`src/rtl/sha2_pkg.sv`:
```
// Shared encodings and constants for the SHA-2 round sequencer.
// Round-index width and message-word count are fixed by the SHA-2 family.
package sha2_pkg;

    typedef enum logic [2:0] {
        ST_IDLE  = 3'd0,
        ST_LOAD  = 3'd1,
        ST_ROUND = 3'd2,
        ST_ADD   = 3'd3,
        ST_DONE  = 3'd4
    } state_t;

    localparam int ROUNDS_256 = 64;
    localparam int ROUNDS_512 = 80;
    localparam int MSG_WORDS  = 16;
    localparam int IDX_W      = 7;

    // Rounds 0..15 consume message words directly; later rounds use the schedule.
    function automatic logic is_msg_round(input logic [IDX_W-1:0] idx);
        return idx < IDX_W'(MSG_WORDS);
    endfunction

endpackage

```
`src/rtl/sha2_round_sequencer_if.sv`:
```
// Block handshake, datapath strobes and digest handshake of the round sequencer.
// The slave side is the sequencer; the master side is the datapath/host.
interface sha2_round_sequencer_if
    import sha2_pkg::*;
#(
    parameter int CNTW = 32
);

    logic             blk_valid;
    logic             blk_first;
    logic             blk_last;
    logic             blk_ready;
    logic             abort;
    logic             init_sel;
    logic             load_state;
    logic             round_en;
    logic [IDX_W-1:0] round_idx;
    logic             w_from_msg;
    logic             hash_add;
    logic             digest_valid;
    logic             digest_ready;
    logic [CNTW-1:0]  blk_count;

    modport slave (
        input  blk_valid, blk_first, blk_last, abort, digest_ready,
        output blk_ready, init_sel, load_state, round_en, round_idx,
               w_from_msg, hash_add, digest_valid, blk_count
    );

    modport master (
        output blk_valid, blk_first, blk_last, abort, digest_ready,
        input  blk_ready, init_sel, load_state, round_en, round_idx,
               w_from_msg, hash_add, digest_valid, blk_count
    );

endinterface

```
`src/rtl/sha2_round_ctr.sv`:
```
// Round index counter: synchronous clear has priority over enable.
// The terminal flag marks the last compression round of a block.
module sha2_round_ctr
    import sha2_pkg::*;
#(
    parameter int ROUNDS = ROUNDS_256
) (
    input  logic             clk,
    input  logic             rst,
    input  logic             clr,
    input  logic             en,
    output logic [IDX_W-1:0] idx,
    output logic             term
);

    always_ff @(posedge clk or negedge rst) begin
        if (!rst) begin
            idx <= '0;
        end else if (clr) begin
            idx <= '0;
        end else if (en) begin
            idx <= idx + 1'b1;
        end
    end

    assign term = (idx == IDX_W'(ROUNDS - 1));

endmodule

```
`src/rtl/sha2_round_sequencer.sv`:
```
// Control FSM for a one-round-per-clock SHA-2 compression datapath.
// All outputs are decoded from registered state; the sequencer holds no message data.
module sha2_round_sequencer
    import sha2_pkg::*;
#(
    parameter int WORDSIZE = 32,
    parameter int ROUNDS   = ROUNDS_256,
    parameter int CNTW     = 32
) (
    input  logic                   clk,
    input  logic                   rst,
    sha2_round_sequencer_if.slave  bus
);

    state_t           state;
    state_t           state_nx;
    logic             first_q;
    logic             last_q;
    logic             armed;
    logic [CNTW-1:0]  cnt;
    logic             accept;
    logic             ctr_clr;
    logic             ctr_en;
    logic             cnt_inc;
    logic             term;
    logic [IDX_W-1:0] idx;

    sha2_round_ctr #(
        .ROUNDS (ROUNDS)
    ) u_round_ctr (
        .clk  (clk),
        .rst  (rst),
        .clr  (ctr_clr),
        .en   (ctr_en),
        .idx  (idx),
        .term (term)
    );

    // armed keeps blk_ready low until the first edge after reset release.
    assign accept = (state == ST_IDLE) && armed && bus.blk_valid && !bus.abort;

    always_ff @(posedge clk or negedge rst) begin
        if (!rst) begin
            state   <= ST_IDLE;
            armed   <= 1'b0;
            first_q <= 1'b0;
            last_q  <= 1'b0;
            cnt     <= '0;
        end else begin
            state <= state_nx;
            armed <= 1'b1;
            if (accept) begin
                first_q <= bus.blk_first;
                last_q  <= bus.blk_last;
            end
            if (accept && bus.blk_first) begin
                cnt <= '0;
            end else if (cnt_inc) begin
                cnt <= cnt + 1'b1;
            end
        end
    end

    always_comb begin
        state_nx = state;
        ctr_clr  = 1'b1;
        ctr_en   = 1'b0;
        cnt_inc  = 1'b0;
        if (bus.abort) begin
            state_nx = ST_IDLE;
        end else begin
            unique case (state)
                ST_IDLE: begin
                    if (accept) begin
                        state_nx = ST_LOAD;
                    end
                end
                ST_LOAD: begin
                    state_nx = ST_ROUND;
                end
                ST_ROUND: begin
                    if (term) begin
                        state_nx = ST_ADD;
                    end else begin
                        ctr_clr = 1'b0;
                        ctr_en  = 1'b1;
                    end
                end
                ST_ADD: begin
                    cnt_inc  = 1'b1;
                    state_nx = last_q ? ST_DONE : ST_IDLE;
                end
                ST_DONE: begin
                    if (bus.digest_ready) begin
                        state_nx = ST_IDLE;
                    end
                end
                default: begin
                    state_nx = ST_IDLE;
                end
            endcase
        end
    end

    assign bus.blk_ready    = (state == ST_IDLE) && armed;
    assign bus.load_state   = (state == ST_LOAD);
    assign bus.round_en     = (state == ST_ROUND);
    assign bus.hash_add     = (state == ST_ADD);
    assign bus.digest_valid = (state == ST_DONE);
    assign bus.init_sel     = first_q && ((state == ST_LOAD) || (state == ST_ADD));
    assign bus.round_idx    = idx;
    assign bus.w_from_msg   = (state == ST_ROUND) && is_msg_round(idx);
    assign bus.blk_count    = cnt;

    // Round count must match the word size's SHA-2 variant.
    rounds_match_ws: assert property (@(posedge clk) disable iff (!rst)
        ((WORDSIZE == 64) ? (ROUNDS == ROUNDS_512) : (ROUNDS == ROUNDS_256)));

endmodule

```
`src/flat_wrapper.sv`:
```
// flat-port wrapper written by rule: the top's interface ports become plain ports
module sha2_round_sequencer_flat import sha2_pkg::*;
#(
    parameter int WORDSIZE = 32,
    parameter int ROUNDS   = ROUNDS_256,
    parameter int CNTW     = 32
)
  (clk, rst, bus_blk_valid, bus_blk_first, bus_blk_last, bus_abort, bus_digest_ready, bus_blk_ready, bus_init_sel, bus_load_state, bus_round_en, bus_round_idx, bus_w_from_msg, bus_hash_add, bus_digest_valid, bus_blk_count);
  sha2_round_sequencer_if #(.CNTW(CNTW)) bus_i ();
  input  logic clk;
  input  logic rst;
  input wire logic [$bits(bus_i.blk_valid)-1:0] bus_blk_valid;
  input wire logic [$bits(bus_i.blk_first)-1:0] bus_blk_first;
  input wire logic [$bits(bus_i.blk_last)-1:0] bus_blk_last;
  input wire logic [$bits(bus_i.abort)-1:0] bus_abort;
  input wire logic [$bits(bus_i.digest_ready)-1:0] bus_digest_ready;
  output wire logic [$bits(bus_i.blk_ready)-1:0] bus_blk_ready;
  output wire logic [$bits(bus_i.init_sel)-1:0] bus_init_sel;
  output wire logic [$bits(bus_i.load_state)-1:0] bus_load_state;
  output wire logic [$bits(bus_i.round_en)-1:0] bus_round_en;
  output wire logic [$bits(bus_i.round_idx)-1:0] bus_round_idx;
  output wire logic [$bits(bus_i.w_from_msg)-1:0] bus_w_from_msg;
  output wire logic [$bits(bus_i.hash_add)-1:0] bus_hash_add;
  output wire logic [$bits(bus_i.digest_valid)-1:0] bus_digest_valid;
  output wire logic [$bits(bus_i.blk_count)-1:0] bus_blk_count;
  assign bus_i.blk_valid = bus_blk_valid;
  assign bus_i.blk_first = bus_blk_first;
  assign bus_i.blk_last = bus_blk_last;
  assign bus_i.abort = bus_abort;
  assign bus_i.digest_ready = bus_digest_ready;
  assign bus_blk_ready = bus_i.blk_ready;
  assign bus_init_sel = bus_i.init_sel;
  assign bus_load_state = bus_i.load_state;
  assign bus_round_en = bus_i.round_en;
  assign bus_round_idx = bus_i.round_idx;
  assign bus_w_from_msg = bus_i.w_from_msg;
  assign bus_hash_add = bus_i.hash_add;
  assign bus_digest_valid = bus_i.digest_valid;
  assign bus_blk_count = bus_i.blk_count;
  sha2_round_sequencer #(.WORDSIZE(WORDSIZE), .ROUNDS(ROUNDS), .CNTW(CNTW)) u_core (.clk(clk), .rst(rst), .bus(bus_i));
endmodule
```
`config.mk`:
```
export PLATFORM = sky130hd
export DESIGN_NAME = sha2_round_sequencer_flat
export DESIGN_NICKNAME = d
export VERILOG_FILES = /design/src/rtl/sha2_pkg.sv /design/src/rtl/sha2_round_sequencer_if.sv /design/src/rtl/sha2_round_ctr.sv /design/src/rtl/sha2_round_sequencer.sv /design/src/flat_wrapper.sv
export SDC_FILE = /design/constraint.sdc
export NUM_CORES = 1
export LEC_CHECK = 0
export ABC_CLOCK_PERIOD_IN_PS = 2100
export CAP_MARGIN = 20
export CORE_MARGIN = 4
export CORE_UTILIZATION = 57
export DETAILED_ROUTE_END_ITERATION = 16
export DONT_BUFFER_PORTS = 1
export PLACE_DENSITY = 0.82
export SLEW_MARGIN = 20
export SYNTH_ARGS = -nofsm -noshare
export SYNTH_HDL_FRONTEND = slang
export SYNTH_HIERARCHICAL = 1
export SYNTH_SLANG_ARGS = --single-unit
```
`constraint.sdc`:
```
create_clock -name clk -period 2.1 [get_ports clk]
set_clock_uncertainty 0.05 [all_clocks]
set_input_delay 0.315 -clock clk [delete_from_list [all_inputs] [get_ports clk]]
set_output_delay 0.315 -clock clk [all_outputs]
set_load 0.03 [all_outputs]
```
# == After elaboration in Yosys (flattened, before gate mapping) ==
# Index checks and enable logic that the tools add are counted.
# totals
in_bits,7
reg_bits,45
out_inout_bits,46
# op_classes
reduce_logical,12
n_lt_le_gt_ge,1
add_sub_neg,2
mux,18
eq_ne,8
# ops
op,n
32-bit two-way mux,2
32-bit by 1-bit adder with 32-bit output (second input constant),1
3-bit two-way mux,5
3-bit one-hot mux with 5 select lines,1
7-bit two-way mux,2
1-bit two-way mux,8
7-bit by 1-bit adder with 7-bit output (second input constant),1
7-bit by 6-bit == test with 1-bit output (second input constant),1
7-bit by 5-bit < comparator with 1-bit output (second input constant),1
3-bit by 2-bit == test with 1-bit output (second input constant),2
1-bit logical AND,6
3-bit by 2-bit inequality test with 1-bit output (second input constant),2
2-bit nonzero test,2
3-bit by 1-bit == test with 1-bit output (second input constant),1
3-bit == test (second input constant),1
3-bit logical NOT,1
3-bit inequality test (second input constant),1
3-bit AND reduction,1
1-bit logical NOT,1
1-bit logical OR,1

# == Depth between registers and ports, before layout ==
# depth
word_depth,7
depth_mapped,8
depth_no_buf,7

# == Cells and area by module ==
# Netlist, hierarchy kept.
# modules_own_cells
module,area_each_um2,seq_area_each_um2,cells_per_inst,instances
sha2_round_sequencer,2144.6,950.9,221,1
sha2_round_ctr,324.1,175.2,30,1

# == Worst setup path before layout ==
# No wires, ideal clock.
# synth_timing
path_kind,register -> register
startpoint,register u_core.u_round_ctr.idx[0]
endpoint,register u_core.u_round_ctr.idx[5]
setup_time_ns,0.079
slack_ns,-0.167
arrival_ns,2.139
path_stages_with_launch,8
synth_period_minus_slack_ns,2.267
path_buffers,0
cell_sequence,dfrtp_1 > ha_1 > nor3b_1 > or3_1 > inv_1 > nand4_2 > or3_1 > a21oi_1
# synth_between
elab_chain_len,5
# synth_rtl
element,line_no,rtl
from (decl),sha2_round_ctr.sv:12,"output logic [IDX_W-1:0] idx,"
from (signal assigned),sha2_round_ctr.sv:22,idx <= idx + 1'b1;
7-bit by 6-bit == test with 1-bit output (*),sha2_round_ctr.sv:26,assign term = (idx == IDX_W'(ROUNDS - 1));
net u_core.term,sha2_round_sequencer.sv:25,logic term;
1-bit two-way mux (*),sha2_round_sequencer.sv:82,if (term) begin
1-bit two-way mux (*),sha2_round_sequencer.sv:72,unique case (state)
1-bit two-way mux (*),sha2_round_sequencer.sv:69,if (bus.abort) begin
net u_core.ctr_clr,sha2_round_sequencer.sv:22,logic ctr_clr;
7-bit two-way mux / 2-bit nonzero test (equally long branches),n/a,
# The timed path passes the listed nets; every way through them passes the cells marked *. The select of a mux whose other input is x is not followed.
# A chain may end at the register's enable or synchronous reset.

# == Worst setup path after layout ==
# layout_timing
startpoint,register u_core.u_round_ctr.idx[1]
endpoint,register u_core.u_round_ctr.idx[5]
# The elaborated chain is that of the path after synthesis.

==> flow_summary.ini <==
[yosys]
synthArstFlopShare_pct = 100.0
synthXorXnorAreaFrac_pct = 4.967
syn_area_per_cell_um2 = 9.835
synth_compound_area_share_pct = 10.90
syn-cell-area_um2 = 2469
yosysSeqAreaShare_pct = 45.62
yosys.area_share.simple_pct = 30.97
synth_commonest_cells = dfrtp_1, a21oi_1, nor2_1
synth_top_family_by_area = simple AND/OR/NAND/NOR gates
ys_types = 41
synth_fa_ha_area_share_pct = 1.014
ys_dominant_reg_cell = dfrtp_1
syn_nets = 260
yosysWarnings = 6
muxShareOfSynthArea_pct = 2.585
ys_seq_elements = 45
syn-instance-count = 251
synth_top_area_share_pct = 45.62
synth_enable_flop_cells = 0
synth_area_leaders = dfrtp_1, o31ai_1, or4_1
synth.most_common_cell = dfrtp_1
synth.largest_area_cell = dfrtp_1

[placement]
gp_congestion = 0.8241
place_hpwl_um = 4482
io_buffers = 0

[global_route]
overflow = 0
grt_max_degree = 46
grt_pass1_wl_um = 10290
grt_antenna_before_repair = 0
grt_pass1_vias = 2159
grt.total_usage_pct = 24.32

[route]
dr.pass1.iters = 4
drc = 0
vias = 2188
detail-route-antenna-nets = 0
drt_iter0_markers = 135
vias_per_cell = 6.342
wl_per_cell_um = 17.97
drt-total-wl_um = 6201

[hold_path]
holdPathStages = 1
worstHoldPathType = input pin to register

[die]
core-area_um2 = 4086
die_w_um = 73.81
dieArea_um2 = 5448
die_height_um = 73.81
start_util_pct = 60.41
num_io_pins = 53
num_rows = 23

[finish]
syn2layout_area_growth_pct = 20.17
nNetsFinal = 303
antenna_cells = 0
final_util_pct = 72.60
layout-drive-gt1-share_pct = 25.76

[clock_tree]
ctsHtreeMaxLevel = 2
path_clk_slew_ns = 0.08
clock_latency_ns = 0.30
numCtsBuffers = 5
clock_path_buffers = 2
root_buffer = clkbuf_8
clock-sinks = 45
cts_tree = done

[setup_path]
worst-path-max-fanout = 5
critPathArrivalTime_ns = 2.21
cp-start-kind = register
cp.required_ns = 2.28
end_kind = register
reg2regPathDepth = 7
crit_type = register to register

[power]
vdd_drop_max_uv = 434.3
power_leakage_nw = 1.371
p_per_area_nw_per_um2 = 538.4

[timing]
period_share_pct = 96.54
finalCriticalPeriod_ns = 2.027
fmax_mhz = 493.3
setup_viol = 0
worst_hold_slack_ns = 0.01921
drv_slew = 0
hold_viol = 0

[run_status]
outcome = finished, final reports clean

[flow_run]
maxCapViolCount = 0
worst max-delay path: stages (launching register included):
cell and delay (ns):
dfrtp_2 0.42, ha_1 0.20, nor3b_1 0.16, or3_4 0.43
inv_4 0.10, nand4_2 0.14, or3_1 0.32, a21oi_1 0.13
layout by cell type (no fill, tap or decap), drive strengths merged, types with 4 or more instances in the layout:
master and count:
buf 47, dfrtp 45, a21oi 22, nor2 19, nand2 19, o31ai 15
or4 15, nand4 13, nand3 12, xor2 10, and2 9, clkbuf 7
and4 6, or3 6, o21ai 5, inv 5, nor3b 4, and3 4
xnor2 4, nor4 4
where the power goes:
part,internal [mW],switching (mW)
Clock,0.298,0.295
Combinational,0.0379,0.0726
Sequential,0.882,0.0129
worst paths after layout:
kind | start | end | slack [ns]
worst max register to register | u_core/u_round_ctr/idx[1]$_DFFE_PN0P_ | u_core/u_round_ctr/idx[5]$_DFFE_PN0P_ | 0.07
max in group asynchronous | rst | u_core/u_round_ctr/idx[0]$_DFFE_PN0P_ | 1.32
worst max-delay path | u_core/u_round_ctr/idx[1]$_DFFE_PN0P_ | u_core/u_round_ctr/idx[5]$_DFFE_PN0P_ | 0.07
worst min-delay path | bus_abort | u_core/state[2]$_DFFE_PN0P_ | 0.02
worst min register to register | u_core/last_q$_DFFE_PN0P_ | u_core/last_q$_DFFE_PN0P_ | 0.46
min in group asynchronous | rst | u_core/bus.blk_count[23]$_DFFE_PN0P_ | 0.46
timing repair:
item,CTS,global route
buffers inserted,0,1
setup endpoints to repair,0,4
endpoints found under the hold margin,45,0
gates resized for setup,0,4
hold buffers,2,0
cell type report:
type / instances / area [µm²]
Inverter: 5 / 21.27
Sequential cell: 45 / 1129
Multi-Input combinational cell: 189 / 1270
Clock buffer: 7 / 96.34
Clock inverter: 1 / 5.005
Timing Repair Buffer: 48 / 382.9
Fill cell: 313 / 1120
Tap cell: 50 / 62.56
sequential cells by signal, summed over array words and instances, names as in the netlist:
name	cells
u_core/last_q	1
u_core/first_q	1
u_core/armed	1
u_core/state	3
u_core/bus.blk_count	32
u_core/u_round_ctr/idx	7
cells by family (layout without fill, tap and decap cells):
family	Yosys count	after routing
simple gates	121	121
compound gates	45	45
flops	45	45
buf+inv	17	61
xor+xnor	14	14
mux	6	6
fa+ha+maj	2	2
other cells	1	1
through the flow:
| stage | setup WS (ns) | area (µm²) | power [mW] | instances | setup TNS (ns) |
|---|---|---|---|---|---|
| after floorplan | 0.007878 | 2476 | 0.9743 | 251 | 0 |
| after global routing | -0.01780 | 2967 | 1.653 | 345 | -0.03430 |
| after detailed placement | 0.06723 | 2801 | 0.9948 | 334 | 0 |
| after global placement | 0.1149 | 2801 | 0.9934 | 334 | 0 |
| after CTS | 0.04842 | 2940 | 1.607 | 344 | 0 |
| final | 0.07263 | 2967 | 1.597 | 345 | 0 |
per-layer routing:
metal,vias to the layer above,global-route usage (%),wire [µm]
li1,1016,-,-
met1,1077,32.28,2537
met2,87,38.88,3087
met3,8,6.019,520
met4,0,8.048,55
met5,-,0,0
Note: power is estimated with default switching activity, not from simulation.
